==> config.mk <==
export PLATFORM = sky130hd
export DESIGN_NAME = multicycle_control_unit
export DESIGN_NICKNAME = d
export VERILOG_FILES = /design/src/rtl/multicycle_control_unit.sv
export SDC_FILE = /design/constraint.sdc
export NUM_CORES = 1
export LEC_CHECK = 0
export CORE_MARGIN = 2
export CORE_UTILIZATION = 31
export CTS_BUF_LIST = sky130_fd_sc_hd__clkbuf_4 sky130_fd_sc_hd__clkbuf_8 sky130_fd_sc_hd__clkbuf_16
export DETAILED_ROUTE_END_ITERATION = 10
export HOLD_SLACK_MARGIN = 0.06
export PLACE_DENSITY = 0.86
export SLEW_MARGIN = 20
export SYNTH_ARGS = -nofsm -noshare
export SYNTH_HDL_FRONTEND = slang
export SYNTH_SLANG_ARGS = --single-unit
==> constraint.sdc <==
create_clock -name clk -period 1.6 [get_ports clk]
set_input_delay 0.32 -clock clk [delete_from_list [all_inputs] [get_ports clk]]
set_output_delay 0.32 -clock clk [all_outputs]
set_load 0.01 [all_outputs]
==> src/rtl/multicycle_control_unit.sv <==
// multicycle_control_unit: FSM sequencing the multi-cycle RV32I datapath and driving its control inputs
module multicycle_control_unit (
  input  logic        clk,
  input  logic        reset,
  input  logic [31:0] instrCode,
  output logic        PCEn,
  output logic        regFileWe,
  output logic [3:0]  aluControl,
  output logic        aluSrcMuxSel,
  output logic [2:0]  RFWDSrcMuxSel,
  output logic        branch,
  output logic        jal,
  output logic        jalr,
  output logic        busWe,
  output logic        illegalInstr
);
  typedef enum logic [3:0] {
    FETCH, DECODE, R_EXE, I_EXE, B_EXE, LU_EXE, AU_EXE,
    J_EXE, JL_EXE, S_EXE, S_MEM, L_EXE, L_MEM, L_WB
  } state_t;
  localparam state_t RESET_STATE = FETCH;
  state_t state, state_next;
  logic [6:0] opcode;
  logic [2:0] funct3;
  logic unused_bits;
  assign opcode = instrCode[6:0];
  assign funct3 = instrCode[14:12];
  assign unused_bits = ^{instrCode[31], instrCode[29:15], instrCode[11:7]};
  always_ff @(posedge clk or posedge reset)
    if (reset) state <= RESET_STATE;
    else state <= state_next;
  always_comb begin
    state_next = FETCH;
    case (state)
      FETCH: state_next = DECODE;
      DECODE:
        case (opcode)
          7'b0110011: state_next = R_EXE;
          7'b0010011: state_next = I_EXE;
          7'b1100011: state_next = B_EXE;
          7'b0110111: state_next = LU_EXE;
          7'b0010111: state_next = AU_EXE;
          7'b1101111: state_next = J_EXE;
          7'b1100111: state_next = JL_EXE;
          7'b0100011: state_next = S_EXE;
          7'b0000011: state_next = L_EXE;
          default:    state_next = FETCH;
        endcase
      S_EXE: state_next = S_MEM;
      L_EXE: state_next = L_MEM;
      L_MEM: state_next = L_WB;
      default: state_next = FETCH;
    endcase
  end
  always_comb begin
    PCEn = 1'b0;
    regFileWe = 1'b0;
    aluControl = 4'b0000;
    aluSrcMuxSel = 1'b0;
    RFWDSrcMuxSel = 3'd0;
    branch = 1'b0;
    jal = 1'b0;
    jalr = 1'b0;
    busWe = 1'b0;
    illegalInstr = 1'b0;
    case (state)
      FETCH: PCEn = 1'b1;
      DECODE: illegalInstr = (state_next == FETCH);
      R_EXE: begin
        regFileWe = 1'b1;
        aluControl = {instrCode[30], funct3};
      end
      I_EXE: begin
        regFileWe = 1'b1;
        aluSrcMuxSel = 1'b1;
        // only shifts use bit 30; immediates of other ops may set it freely
        aluControl = {(funct3 == 3'b101) ? instrCode[30] : 1'b0, funct3};
      end
      B_EXE: begin
        branch = 1'b1;
        aluControl = {1'b0, funct3};
      end
      LU_EXE: begin
        regFileWe = 1'b1;
        RFWDSrcMuxSel = 3'd2;
      end
      AU_EXE: begin
        regFileWe = 1'b1;
        RFWDSrcMuxSel = 3'd3;
      end
      J_EXE: begin
        jal = 1'b1;
        regFileWe = 1'b1;
        RFWDSrcMuxSel = 3'd4;
      end
      JL_EXE: begin
        jal = 1'b1;
        jalr = 1'b1;
        regFileWe = 1'b1;
        RFWDSrcMuxSel = 3'd4;
      end
      S_EXE, L_EXE, L_MEM: aluSrcMuxSel = 1'b1;
      S_MEM: begin
        aluSrcMuxSel = 1'b1;
        busWe = 1'b1;
      end
      L_WB: begin
        aluSrcMuxSel = 1'b1;
        regFileWe = 1'b1;
        RFWDSrcMuxSel = 3'd1;
      end
      default: PCEn = 1'b0;
    endcase
  end
endmodule

======== After elaboration in Yosys (flattened, before gate mapping) ========
Index checks and enable logic that the tools add are counted.
storage, ports and cells
  register bits after elaboration ......... 4
  input bits .............................. 34
  output and inout port bits .............. 15
  logic and storage cells ................. 42
operators by class
  eq/ne operators ......................... 23
  mux-type cells .......................... 13
  reductions and logical operators ........ 5
operators by type and width
  kind                                            count
  case mux 4 bit (9 select lines)                 1
  == test 4 bit (second input constant)           6
  == test 7 x 6 -> 1 bit (second input constant)  3
  == test 7 bit (second input constant)           3
  case mux 4 bit (5 select lines)                 1
  == test 4 x 3 -> 1 bit (second input constant)  4
  == test 7 x 5 -> 1 bit (second input constant)  2
  case mux 3 bit (4 select lines)                 1
  case mux 4 bit (3 select lines)                 1
  2-to-1 mux 1 bit                                9
  == test 4 x 2 -> 1 bit (second input constant)  2
  zero test 4 bit                                 2
  == test 7 x 2 -> 1 bit (second input constant)  1
  OR reduction 7 bit                              1
  OR reduction 6 bit                              1
  == test 4 x 1 -> 1 bit (second input constant)  1
  == test 3 bit (second input constant)           1
  OR reduction 2 bit                              1

======== Longest topological paths before layout ========
Gate-level depths: netlist of the first run.
  word-level depth ........................ 5
  gate-level depth with buffers ........... 5
  depth with buffers taken out ............ 4

======== Least setup slack after synthesis of the first run ========
Ideal clock, no wire load.
  path type ............................... reg2out
  start ................................... reg state[2]
  end ..................................... out RFWDSrcMuxSel[2]
  arrival ................................. 1.460 ns
  data required time ...................... 1.280 ns
  slack ................................... -0.180 ns
  cell stages (with the launch flop) ...... 6
  path buffers ............................ 2
  path through ............................ dfrtp_1 -> buf_4 -> nand2b_1 -> nor3_1 -> o21bai_1 -> buf_4
on the way
  longest elaborated chain between the ends .. 3
  elaborated cells on any way between the ends .. 7
  those cells by class .................... eq/ne: 5; mux: 1; reduce/logical: 1
ends and longest elaborated chain
  what                                                            RTL line  RTL
  start, declared                                                 22        state_t state, state_next;
  start signal, assigned                                          31        else state <= state_next;
  == test 4 bit / == test 4 x 3 -> 1 bit (equally long branches)  66        case (state)
  OR reduction 2 bit (no line)                                    --
  case mux 3 bit (4 select lines) (*)                             66
  end, declared                                                   10        output logic [2:0] RFWDSrcMuxSel,
Every way passes the cells marked *; elsewhere a longest branch is shown, timed or not.

======== Final worst setup path of the first run ========
  start ................................... reg state[1]
  end ..................................... out illegalInstr
on the way
  longest elaborated chain between the ends .. 4
  elaborated cells on any way between the ends .. 8
  those cells by class .................... eq/ne: 4; mux: 2; reduce/logical: 2
ends and longest elaborated chain
  what                                         RTL line  RTL
  == test 4 bit, or another cell as far along  34        case (state)
  case mux 4 bit (5 select lines) (*)          34
  named net state_next[2]                      22
  zero test 4 bit (*)                          68        DECODE: illegalInstr = (state_next == FETCH);
  2-to-1 mux 1 bit (*)                         66
  end, declared                                15        output logic illegalInstr
The timed path passes the listed nets; every way through them passes the cells marked *.

==> results of run 1 <==
## routing by layer
| metal | routed length, µm | GRT usage |
|---|---|---|
| met1 | 923 | 0.230 |
| met2 | 1290 | 0.383 |
| met3 | 78 | 0.0353 |
| met4 | 57 | 0.128 |
| met5 | 0 | 0 |
## stage by stage
stage	setup slack, ns	setup TNS (ns)	util	instances	cell area (µm²)
floorplan	0.00612	0	-	78	587
detailed placement	-0.925	-5.76	0.582	143	993
global route	-0.329	-2.50	0.711	158	1210
CTS	-0.279	-1.75	0.664	156	1130
finish	-0.268	-1.67	0.711	158	1210
global placement	-0.889	-5.23	0.582	143	993
## power by group through the flow
stage               logic, µW  registers [µW]  clock network [µW]
detailed placement        456             133                   0
global placement          440             132                   0
CTS                       561             137                 126
global route              625             150                 140
finish                    585             149                 121
floorplan                 220             133                   0
## kinds of logic after synthesis
| kind of cell | count (synthesis) |
|---|---|
| AO/OA/AOI/OAI | 20 |
| adder cells (fa/ha/maj) | 1 |
| buffers and inverters | 10 |
| flip-flops | 4 |
| multiplexers | 1 |
| AND/OR/NAND/NOR | 42 |
## synthesized netlist by cell type, types with 2 or more instances
| master | instances |
|---|---|
| buf_4 | 3 |
| nor2_1 | 10 |
| and2_1 | 3 |
| o21ai_0 | 5 |
| inv_1 | 4 |
| nand2b_1 | 4 |
| nand2_1 | 5 |
| buf_2 | 3 |
| o21ai_1 | 2 |
| dfrtp_1 | 4 |
| nand3_1 | 4 |
| nor3b_1 | 2 |
| a21oi_1 | 5 |
| nor3_1 | 2 |
## final timing paths
kind	to	slack (ns)
worst max-delay path	illegalInstr	-0.27
worst min-delay path	state[1]	0.26
worst max register to register	state[0]	0.05
worst min register to register	state[2]	0.79
max in group asynchronous	state[3]	1.18
min in group clk	state[0]	0.69
## final cells by class
class                      instances  area [µm²]  share of cell area
clock buffer                       3        22.5              0.0186
inverter                           4        17.5              0.0144
tap                               25        31.3              0.0258
sequential                         4         105              0.0866
multi-input combinational         64         552               0.455
timing repair buffer              58         485               0.400
## what timing repair did
| action | CTS | global route |
|---|---|---|
| cloned | 1 | 0 |
| pin swaps | 11 | 10 |
| setup endpoints to repair | 17 | 15 |
| endpoints found under the hold margin | 0 | 0 |
| buffers inserted | 9 | 4 |
| gates resized for setup | 101 | 23 |
| hold buffers | 0 | 0 |
## cells in the final DEF, fill, tap and decap left out, types with 3 or more instances in the layout
cell             instances
buf_2                   11
buf_4                   22
nor2_2                   3
nand3_1                  4
o21ai_2                  3
dfrtp_2                  4
nand2_1                  3
a21oi_2                  3
clkbuf_4                 3
buf_6                   13
nor2_1                   5
and2_1                   3
clkdlybuf4s50_1          5
nand2b_4                 4
dlygate4sd2_1            5
## worst max-delay path: cells and delay by family (launching register included)
family                 cells  cell delay [ns]
flip-flops                 1             0.44
buffers and inverters      1             0.17
AND/OR/NAND/NOR            3             0.57
AO/OA/AOI/OAI              1             0.14
==> impl_metrics.env, run 1 <==
export IMPL_hold_violations=0
export IMPL_nFillCells=142
export IMPL_seqPwrFrac=0.174
export IMPL_grt_max_degree=15
export IMPL_drive_gt1_frac=0.647
export IMPL_crit_fanout=4
export IMPL_cp_start_kind="flop"
export IMPL_grt_setup_unrepaired="yes"
export IMPL_clk_pin_slew_worst_paths_ns=0.04
export IMPL_syn2layout_area_growth_pct=116
export IMPL_fmax_mhz=535
export IMPL_final_nets=169
export IMPL_total_leakage_power_uw=0.000552
export IMPL_synth_compound_area_frac=0.229
export IMPL_critPathLaunch="state[1]"
export IMPL_synthSimpleGateAreaFrac=0.464
export IMPL_htreeDepth=1
export IMPL_groute_usage_overall=0.213
export IMPL_cts_root_buf="clkbuf_4"
export IMPL_finalPower_uw=855
export IMPL_period_needed_ns=1.87
export IMPL_vias_per_cell=5.34
export IMPL_vias=844
export IMPL_p_per_area_nw_per_um2=704
export IMPL_synth_seq_cells=4
export IMPL_fin_skew_ns=0.00224
export IMPL_rows=15
export IMPL_worstPathRequired_ns=1.28
export IMPL_top_regs="state (4)"
export IMPL_worst_hold_slack_ns=0.264
export IMPL_cts_buffer_depth=2
export IMPL_crit_path_max_incr_delay_ns=0.44
export IMPL_numCtsBuffers=3
export IMPL_async_flop_share=1.00
export IMPL_wl_per_cell_um=14.9
export IMPL_synth_mux_area_frac=0.0178
export IMPL_synth_adder_area_share=0.0178
export IMPL_n_antenna_cell=0
export IMPL_drt_pass1_iter_count=4
export IMPL_hold_class="in -> async"
export IMPL_min_period_over_period=1.17
export IMPL_synth_xor_area_frac=0
export IMPL_status="finished with violations"
export IMPL_synth_top_family_by_area="simple AND/OR/NAND/NOR gates"
export IMPL_worstSetupPathType="reg -> out"
export IMPL_reg2reg_depth=7
export IMPL_worstPathArrival_ns=1.55
export IMPL_port_buffers=27
export IMPL_hpwlAfterDp_um=1450
export IMPL_largest_register_ffs=4
export IMPL_internal_power_uw=510
export IMPL_fp_dieW_um=46.6
export IMPL_top_register="state"
export IMPL_clk_latency_ns=0.23
export IMPL_wl_um=2350
export IMPL_syn_area_per_cell_um2=7.22
export IMPL_maxCapViolCount=0
export IMPL_clkPwrFrac=0.141
export IMPL_ys_types=36
export IMPL_dr_first_iter_drc_count=17
export IMPL_die_h_um=46.6
export IMPL_core_area_um2=1710
export IMPL_overflow=0
export IMPL_grt_pass1_vias=807
export IMPL_ant_nets=0
export IMPL_drc=0
export IMPL_synth_top_area_cell="dfrtp_1"
export IMPL_ios=49
export IMPL_switchingPower_uw=344
export IMPL_maxSlewViolCount=0
export IMPL_violations="negative setup slack"
export IMPL_synth_edf_count=0
export IMPL_ir_drop_uv=478
export IMPL_yosysSeqAreaShare=0.178
export IMPL_crit_path_end_kind="primary output"
export IMPL_combPwrFrac=0.685
export IMPL_crit_path_top_delay_cell="dfrtp_2"
export IMPL_start_util=0.330
export IMPL_syn_num_nets=112
export IMPL_synthTopCellsByArea="dfrtp_1 18%, nor2_1 6.7%, a21oi_1 4.4%"
export IMPL_clock_sinks=4
export IMPL_tightest_slew_ns=0.439
export IMPL_gp_congestion=0.790
export IMPL_cts_tree="built"
export IMPL_yosysTopAreaCellShare=0.178
export IMPL_die_area_um2=2170
export IMPL_fin_ws_ns=-0.268
export IMPL_r2r_start="state[2]"
export IMPL_synth_cell_area_um2=563
export IMPL_swShare=0.403
export IMPL_slew_headroom=0.700
export IMPL_setup_violations=13
export IMPL_synth_ff_type="dfrtp_1"
export IMPL_yosysWarningCount=0
export IMPL_synthesis_instances=78
export IMPL_antenna_found_initial=0
export IMPL_crit_chain="and3b_2 > o21ai_2 > nand3_2 > nor4bb_2 > buf_2"
export IMPL_grt_pass1_wl_um=3290
Note: power is estimated with default switching activity, not from simulation.
==> run 2: changes to the inputs <==
CAP_MARGIN = 20   (was not set)
==> results of run 2 <==
Same layout as run 1: the final DEF is identical, and so are final timing and power.
